## config.mk

```make
export PLATFORM = sky130hd
export DESIGN_NAME = wb_initiator
export DESIGN_NICKNAME = d
export VERILOG_FILES = /design/src/rtl/wb_initiator.sv
export SDC_FILE = /design/constraint.sdc
export NUM_CORES = 1
export LEC_CHECK = 0
export ABC_AREA = 1
export CAP_MARGIN = 15
export CORE_MARGIN = 4
export CORE_UTILIZATION = 44
export CTS_CLUSTER_SIZE = 8
export DETAILED_ROUTE_END_ITERATION = 8
export PLACE_DENSITY_LB_ADDON = 0.2
export SLEW_MARGIN = 20
export SYNTH_ARGS = -nofsm -noshare
export SYNTH_HDL_FRONTEND = slang
export SYNTH_SLANG_ARGS = --single-unit
```

## constraint.sdc

```tcl
create_clock -name wb_clk -period 1.8 [get_ports wb_clk]
set_clock_uncertainty 0.1 [all_clocks]
set_input_delay 0.36 -clock wb_clk [delete_from_list [all_inputs] [get_ports wb_clk]]
set_output_delay 0.36 -clock wb_clk [all_outputs]
set_load 0.02 [all_outputs]
```

## src/rtl/wb_initiator.sv

```systemverilog
// wb_initiator: single-transfer Wishbone classic master driven by valid/ready command and response ports
module wb_initiator #(
  parameter int          TIMEOUT  = 64,
  parameter logic [31:0] ERR_DATA = 32'hFFFF_FFFF
) (
  input  logic        wb_clk,
  input  logic        wb_rst,
  input  logic        cmd_valid,
  output logic        cmd_ready,
  input  logic        cmd_we,
  input  logic [31:0] cmd_adr,
  input  logic [31:0] cmd_dat,
  input  logic [3:0]  cmd_sel,
  output logic        rsp_valid,
  input  logic        rsp_ready,
  output logic [31:0] rsp_dat,
  output logic        rsp_err,
  output logic [31:0] wbm_adr_o,
  output logic [31:0] wbm_dat_o,
  input  logic [31:0] wbm_dat_i,
  output logic        wbm_we_o,
  output logic [3:0]  wbm_sel_o,
  output logic        wbm_cyc_o,
  output logic        wbm_stb_o,
  input  logic        wbm_ack_i,
  output logic        busy,
  output logic [7:0]  to_count
);
  typedef enum logic [1:0] {IDLE, BUS, RESP} state_t;
  state_t      state;
  logic [15:0] timer;
  assign cmd_ready = state == IDLE;
  always_ff @(posedge wb_clk) begin
    if (wb_rst) begin
      state     <= IDLE;
      timer     <= '0;
      rsp_valid <= 1'b0;
      rsp_err   <= 1'b0;
      rsp_dat   <= '0;
      wbm_cyc_o <= 1'b0;
      wbm_stb_o <= 1'b0;
      wbm_we_o  <= 1'b0;
      wbm_adr_o <= '0;
      wbm_dat_o <= '0;
      wbm_sel_o <= '0;
      busy      <= 1'b0;
      to_count  <= '0;
    end else begin
      case (state)
        IDLE: if (cmd_valid) begin
          wbm_adr_o <= cmd_adr;
          wbm_dat_o <= cmd_dat;
          wbm_sel_o <= cmd_sel;
          wbm_we_o  <= cmd_we;
          wbm_cyc_o <= 1'b1;
          wbm_stb_o <= 1'b1;
          timer     <= '0;
          busy      <= 1'b1;
          state     <= BUS;
        end
        BUS: if (wbm_ack_i) begin
          wbm_cyc_o <= 1'b0;
          wbm_stb_o <= 1'b0;
          wbm_we_o  <= 1'b0;
          rsp_dat   <= wbm_we_o ? '0 : wbm_dat_i;
          rsp_err   <= 1'b0;
          rsp_valid <= 1'b1;
          state     <= RESP;
        end else if (timer == 16'(TIMEOUT - 1)) begin
          wbm_cyc_o <= 1'b0;
          wbm_stb_o <= 1'b0;
          wbm_we_o  <= 1'b0;
          rsp_dat   <= ERR_DATA;
          rsp_err   <= 1'b1;
          rsp_valid <= 1'b1;
          to_count  <= to_count == 8'hFF ? to_count : to_count + 8'd1;
          state     <= RESP;
        end else begin
          timer <= timer + 16'd1;
        end
        RESP: if (rsp_ready) begin
          rsp_valid <= 1'b0;
          busy      <= 1'b0;
          state     <= IDLE;
        end
        default: state <= IDLE;
      endcase
    end
  end
endmodule

```

==> flow_summary.toml <==
[power]
p_int_mw = 5.89
powerDensity_nw_per_um2 = 925
p_switching_mw = 2.15
p_seq_share_pct = 39.7
vdd_drop_max_uv = 864
power_leakage_nw = 4.41
combPwrFrac_pct = 16.8
clkPwrFrac_pct = 43.5
p_sw_share_pct = 26.7

[cts]
htreeDepth = 4
cts_setup_buffers = 0
root_buffer = "clkbuf_16"
path_clk_slew_ns = 0.06
cts_buffers = 17
ctsLongestPathBuffers = 2
cts.sinks = 131
cts_tree = "yes"
cts_hold_buf = 0
worstSkewPairLatency_ns = 0.42

[sta]
setup_violations = 0
fin_crit_sh_pct = 97.8
drv_slew = 0
hold_viol_final = 0
worst_pin_slew_ns = 0.348
clock.fmax_mhz = 568
setup_ws_ns = 0.0393
relSlewSlack_pct = 76.8
period_minus_slack_ns = 1.76
rsz0062_at_grt = "no"

[synth]
synthArstFlopShare_pct = 0
synth_area_leaders = "dfxtp_1, nor2_1, o21ai_0"
synthTopCellsByCount = "nor2_1, dfxtp_1, o21ai_0"
syn-cell-area_um2 = 5660
ys_seq_area_share_pct = 46.3
synth_edf_count = 0
yosysTopAreaCell = "dfxtp_1"
syn_inst = 790
avgSynthCellArea_um2 = 7.17
synth_flop_cell = "dfxtp_1"
yosys.area.top_type_share_pct = 46.3
synth_nets = 898
yosysUniqueCellTypes = 28
synth_most_common_cell = "nor2_1"
yosysWarningCount = 0
ys_ff_latch = 131

[grt]
grt_pass1_wl_mm = 26.7
grt_pass1_vias = 5460
antenna_found_initial = 0
gr-usage-all-layers_pct = 22.7
grt_max_degree = 49
overflow = 0

[place]
gp_routability_congestion = 0.887
port_buffers = 220
place_hpwl_mm = 11.9
dpl_cell_area_um2 = 8210
dp_slack_ns = -0.119

[floorplanning]
pin_count = 221
rows = 41
fp.coreArea_um2 = 12600
fp.dieW_um = 121
die-area_um2 = 14800
die_y_um = 121
initial_core_util_pct = 44.9

[detailed_routing]
drtIter0Drc = 312
drtPass1Iterations = 5
wl_mm = 16.8
vias = 5808
route.detailed.drc = 0
viasPerCell = 4.82
drt.antenna.violating_nets = 0
wl_per_cell_um = 14.0

[layout]
fin_area_um2 = 8690
layout-drive-gt1-share_pct = 10.3
syn2layout_area_growth_pct = 53.3
nNetsFinal = 1127
diodes = 0

[worst_setup_path]
worstPathMaxFanout = 4
critPathRequiredTime_ns = 1.34
criticalPathCategory = "register to output pin"
start_kind = "register"
cp-end-kind = "output pin"
crit_arrival_ns = 1.30
ff2ff_setup_slack_ns = 0.13

[outcome]
status = "completed"

[min_path]
hp-class = "register to register"

[job]
cap_viol_max_count = 0
-- layout by cell type, fill, tap and decap left out, drive strengths merged --
cell / count
a21oi: 26
buf: 32
bufinv: 2
clkbuf: 21
clkdlybuf4s15: 1
clkdlybuf4s50: 105
clkinv: 5
clkinvlp: 5
dfxtp: 131
dlygate4sd2: 114
ha: 2
inv: 99
nand2: 107
nand3: 41
nand4: 8
nor2: 179
nor3: 8
o21ai: 109
o21bai: 33
xnor2: 1
xor2: 3
-- logic make-up after synthesis --
logic type                 count (synthesis)  share of synthesized area, %
DFF                                      131                          46.3
and+or+nand+nor                          343                          25.6
buffers and inverters                    142                          10.5
adders and majority gates                  2                         0.442
xor gates and xnor gates                   4                         0.619
AOI/OAI and AO/OA                        168                          16.5
-- flip-flops by register name, summed over array words and instances, names as in the netlist --
signal / flops
rsp_dat: 32
wbm_adr_o: 32
wbm_dat_o: 32
timer: 16
to_count: 8
wbm_sel_o: 4
state: 2
busy: 1
rsp_err: 1
rsp_valid: 1
wbm_stb_o: 1
wbm_we_o: 1
-- metal layers --
metal  vias to the layer above  wire length (um)  global-route usage (%)
met2                       223              7770                    35.4
met1                      2605              6750                    26.5
met5                         -                 0                       0
met4                         0               394                    8.89
met3                        28              1890                    11.6
li1                       2952                 -                       -
-- critical path, stage by stage, from the launching register on --
cell and delay [ns]:
dfxtp_1 0.33, nor2_1 0.19, clkdlybuf4s15_1 0.36
-- final cells by class --
class	count	area, um2
Inverter	100	380
Multi-Input combinational cell	517	2460
Tap cell	172	215
Sequential cell	131	2630
Clock inverter	11	125
Clock buffer	21	480
Timing Repair Buffer	252	2400
Fill cell	1141	3930
-- stage by stage --
stage	instances	TNS (ns)	util (%)	hold slack, ns	total power [mW]
final	1204	0	68.8	0.358	8.03
after global placement	1172	-3.44	65.1	0.340	4.73
after detailed placement	1172	-3.94	65.1	0.351	4.75
after global routing	1204	0	68.8	0.373	8.37
after floorplan	790	0	-	0.329	3.95
after CTS	1204	0	68.7	0.360	8.10
-- power groups by stage --
stage               Clock, mW  Combinational, mW  Sequential [mW]
floorplan                   0              0.459             3.49
global placement            0               1.48             3.25
detailed placement          0               1.49             3.26
CTS                      3.55               1.36             3.19
global route             3.67               1.48             3.21
finish                   3.49               1.35             3.19
-- path summary, 6_finish.rpt --
path,cells after the start,startpoint,endpoint
setup / recovery,2,state[0],cmd_ready
hold reg to reg,2,rsp_dat[20],rsp_dat[20]
hold / removal,2,rsp_dat[20],rsp_dat[20]
setup reg to reg,12,timer[0],to_count[6]
-- timing repair --
action / in CTS / in global routing
pin swaps: 0 / 0
gates resized for setup: 115 / 7
endpoints found under the setup margin: 115 / 12
cloned: 0 / 0
Note: power is estimated with default switching activity, not from simulation.
==> RTL change, RTL diff (same settings) <==
Register the output `to_count` once more, without a reset; this adds one clock of latency there. The other outputs are not delayed to match.
--- a/src/rtl/wb_initiator.sv
+++ b/src/rtl/wb_initiator.sv
@@ -28,4 +28,6 @@
 );
   typedef enum logic [1:0] {IDLE, BUS, RESP} state_t;
+
+  logic [7:0] to_count_s0;
   state_t      state;
   logic [15:0] timer;
@@ -45,5 +47,5 @@
       wbm_sel_o <= '0;
       busy      <= 1'b0;
-      to_count  <= '0;
+      to_count_s0 <= '0;
     end else begin
       case (state)
@@ -74,5 +76,5 @@
           rsp_err   <= 1'b1;
           rsp_valid <= 1'b1;
-          to_count  <= to_count == 8'hFF ? to_count : to_count + 8'd1;
+          to_count_s0 <= to_count_s0 == 8'hFF ? to_count_s0 : to_count_s0 + 8'd1;
           state     <= RESP;
         end else begin
@@ -88,4 +90,8 @@
     end
   end
+  always_ff @(posedge wb_clk) begin
+    to_count <= to_count_s0;
+  end
+
 endmodule
 
Check against the original RTL: no difference found for any inputs over 4 cycles, from zero or initial values and one cycle with wb_rst high; that may be too few to reach the edited logic, so the function may still have changed.
==> RTL change against the original RTL <==
Utilization fell by 0.55 points. Cell area shrank 0.79%. Area after synthesis about the same. Sequential cell count grew 8. Sequential power rose by 5%. Global-route usage hardly changed. Worst setup slack lost 0.0092 ns. Count of clock-buffer cells in the layout grew 6. Total power decreased by 2.1%. Routed wire length rose by 0.58%. Synthesized cell count fell by 2.3%. Largest cell class unchanged. Highest routed layer unchanged.
==> RTL change: results (changes against the original RTL) <==
<table>
<tr><th>Metric</th><th>Value</th></tr>
<tr><th colspan="2">Placement</th></tr>
<tr><td>Pre-CTS setup slack</td><td>-0.104 ns (+0.0151 ns)</td></tr>
<tr><td>Placed cell areas</td><td>8160 um2 (-0.56%)</td></tr>
<tr><td>HPWL Detailed</td><td>11900 um (about the same)</td></tr>
<tr><th colspan="2">Setup path</th></tr>
<tr><td>Highest cell delay on the worst timing path</td><td>0.59 ns (+0.23 ns)</td></tr>
<tr><td>Biggest fanout along the worst timing path</td><td>1 (-3)</td></tr>
<tr><td>Crit-path slowest cell</td><td>clkdlybuf4s50_1</td></tr>
<tr><td>Largest delay contributor family on the critical path</td><td>buffers and inverters</td></tr>
<tr><th colspan="2">GRT</th></tr>
<tr><td>Largest net degree at the start of global routing</td><td>45 (-8.2%)</td></tr>
<tr><td>GR Util All Layers</td><td>22.7% (about the same)</td></tr>
<tr><td>First-pass GRT wire length</td><td>26400 um (-1.2%)</td></tr>
<tr><td>Number of global-route vias before repair</td><td>5389 (-1.3%)</td></tr>
<tr><th colspan="2">Logic synthesis</th></tr>
<tr><td>Number of standard cells after synthesis</td><td>772 (-2.3%)</td></tr>
<tr><td>Post-synthesis sequential area ratio</td><td>49.1% (+2.8 points)</td></tr>
<tr><td>Count of warnings emitted by yosys</td><td>0 (unchanged)</td></tr>
<tr><td>Commonest cells in the synthesized netlist</td><td>nor2_1 (204), dfxtp_1 (139), o21ai_0 (80)</td></tr>
<tr><td>Net count of the mapped netlist</td><td>880 (-2.0%)</td></tr>
<tr><th colspan="2">Drt</th></tr>
<tr><td>Total number of vias</td><td>5693 (-2.0%)</td></tr>
<tr><td>WL met1</td><td>6850 um (+1.5%)</td></tr>
<tr><td>Final Routed Wirelength</td><td>16900 um (+0.58%)</td></tr>
<tr><td>Met3 layer wire length in the routed design</td><td>1470 um (-23%)</td></tr>
<tr><td>Met2 layer wire length in the routed design</td><td>8090 um (+4.1%)</td></tr>
<tr><td>Initial drt markers</td><td>393 (+26%)</td></tr>
<tr><td>Average wire per standard cell</td><td>14.3 um (+2.6%)</td></tr>
<tr><th colspan="2">Run status</th></tr>
<tr><td>Status</td><td>completed</td></tr>
<tr><th colspan="2">Pwr</th></tr>
<tr><td>Static power due to leakage</td><td>4.19 nW (-5.0%)</td></tr>
<tr><td>Worst vdd ir</td><td>0.000702 V (-19%)</td></tr>
<tr><th colspan="2">Timing</th></tr>
<tr><td>Worst-Margin Slew</td><td>0.369 ns (+0.0209 ns)</td></tr>
<tr><th colspan="2">Clock tree</th></tr>
<tr><td>Clock tree root driver cell</td><td>clkbuf_16</td></tr>
<tr><th colspan="2">Finish</th></tr>
<tr><td>Fill cell count</td><td>1153 (+1.1%)</td></tr>
<tr><td>Number of nets in the finished design</td><td>1103 (-2.1%)</td></tr>
</table>
==> RTL change: changes by cell type after synthesis, sizes merged, moves of 8 or more <==
cell and delta:
inv -33, nand2 -21, o21bai -30, dfxtp +8
a21oi +30, nor2 +35
==> RTL change: what timing repair did <==
action	in CTS	in global routing
cloned	0	1
gates resized for setup	109	13
pin swaps	0	1
endpoints found under the setup margin	108	30
==> RTL change: metrics by stage <==
stage	TNS [ns]	utilization [%]	hold slack [ns]
final	0	68.3	0.268
after global routing	-0.0453	68.3	0.288
after CTS	0	67.9	0.267
after detailed placement	-2.65	64.7	0.297
after global placement	-1.67	64.7	0.296
after floorplan	0	-	0.276
==> RTL change: cell type report <==
cell class,instances,share of cell area (%)
clock buffer,27,5.84
clock inverter,5,0.407
inverter,65,2.83
multi-input combinational,527,28.6
sequential,139,32.3
tap,172,2.50
timing repair buffer,245,27.5
==> RTL change: kinds of logic after synthesis <==
family | synth area share (%)
buffers and inverters | 8.10
AND/OR/NAND/NOR | 26.8
flip-flops | 49.1
AO/OA/AOI/OAI | 15.1
XOR/XNOR | 0.464
adder cells (fa/ha/maj) | 0.442
==> RTL change: final timing paths <==
path / start / end / depth (start not counted) / slack [ns]
max: to_count[4]$_DFF_P_ / to_count[4] / 1 / 0.03
min: wb_rst / to_count_s0[6]$_SDFFE_PP0P_ / 4 / 0.27
max reg2reg: timer[1]$_SDFFE_PP0P_ / rsp_dat[31]$_SDFFE_PP0P_ / 9 / 0.09
min reg2reg: to_count_s0[0]$_SDFFE_PP0P_ / to_count[0]$_DFF_P_ / 0 / 0.30
==> RTL change: report_power, final <==
group / total [mW] / internal, mW / leakage (nW) / switching (mW)
clock: 3.18 / 1.91 / 0.262 / 1.27
combinational: 1.33 / 0.583 / 2.79 / 0.748
sequential: 3.36 / 3.28 / 1.14 / 0.0846
==> RTL change: per-layer routing <==
| layer | GRT usage [%] | up-vias |
|---|---|---|
| li1 | - | 2914 |
| met1 | 26.2 | 2569 |
| met2 | 36.4 | 178 |
| met3 | 9.46 | 32 |
| met4 | 10.8 | 0 |
| met5 | 0 | - |
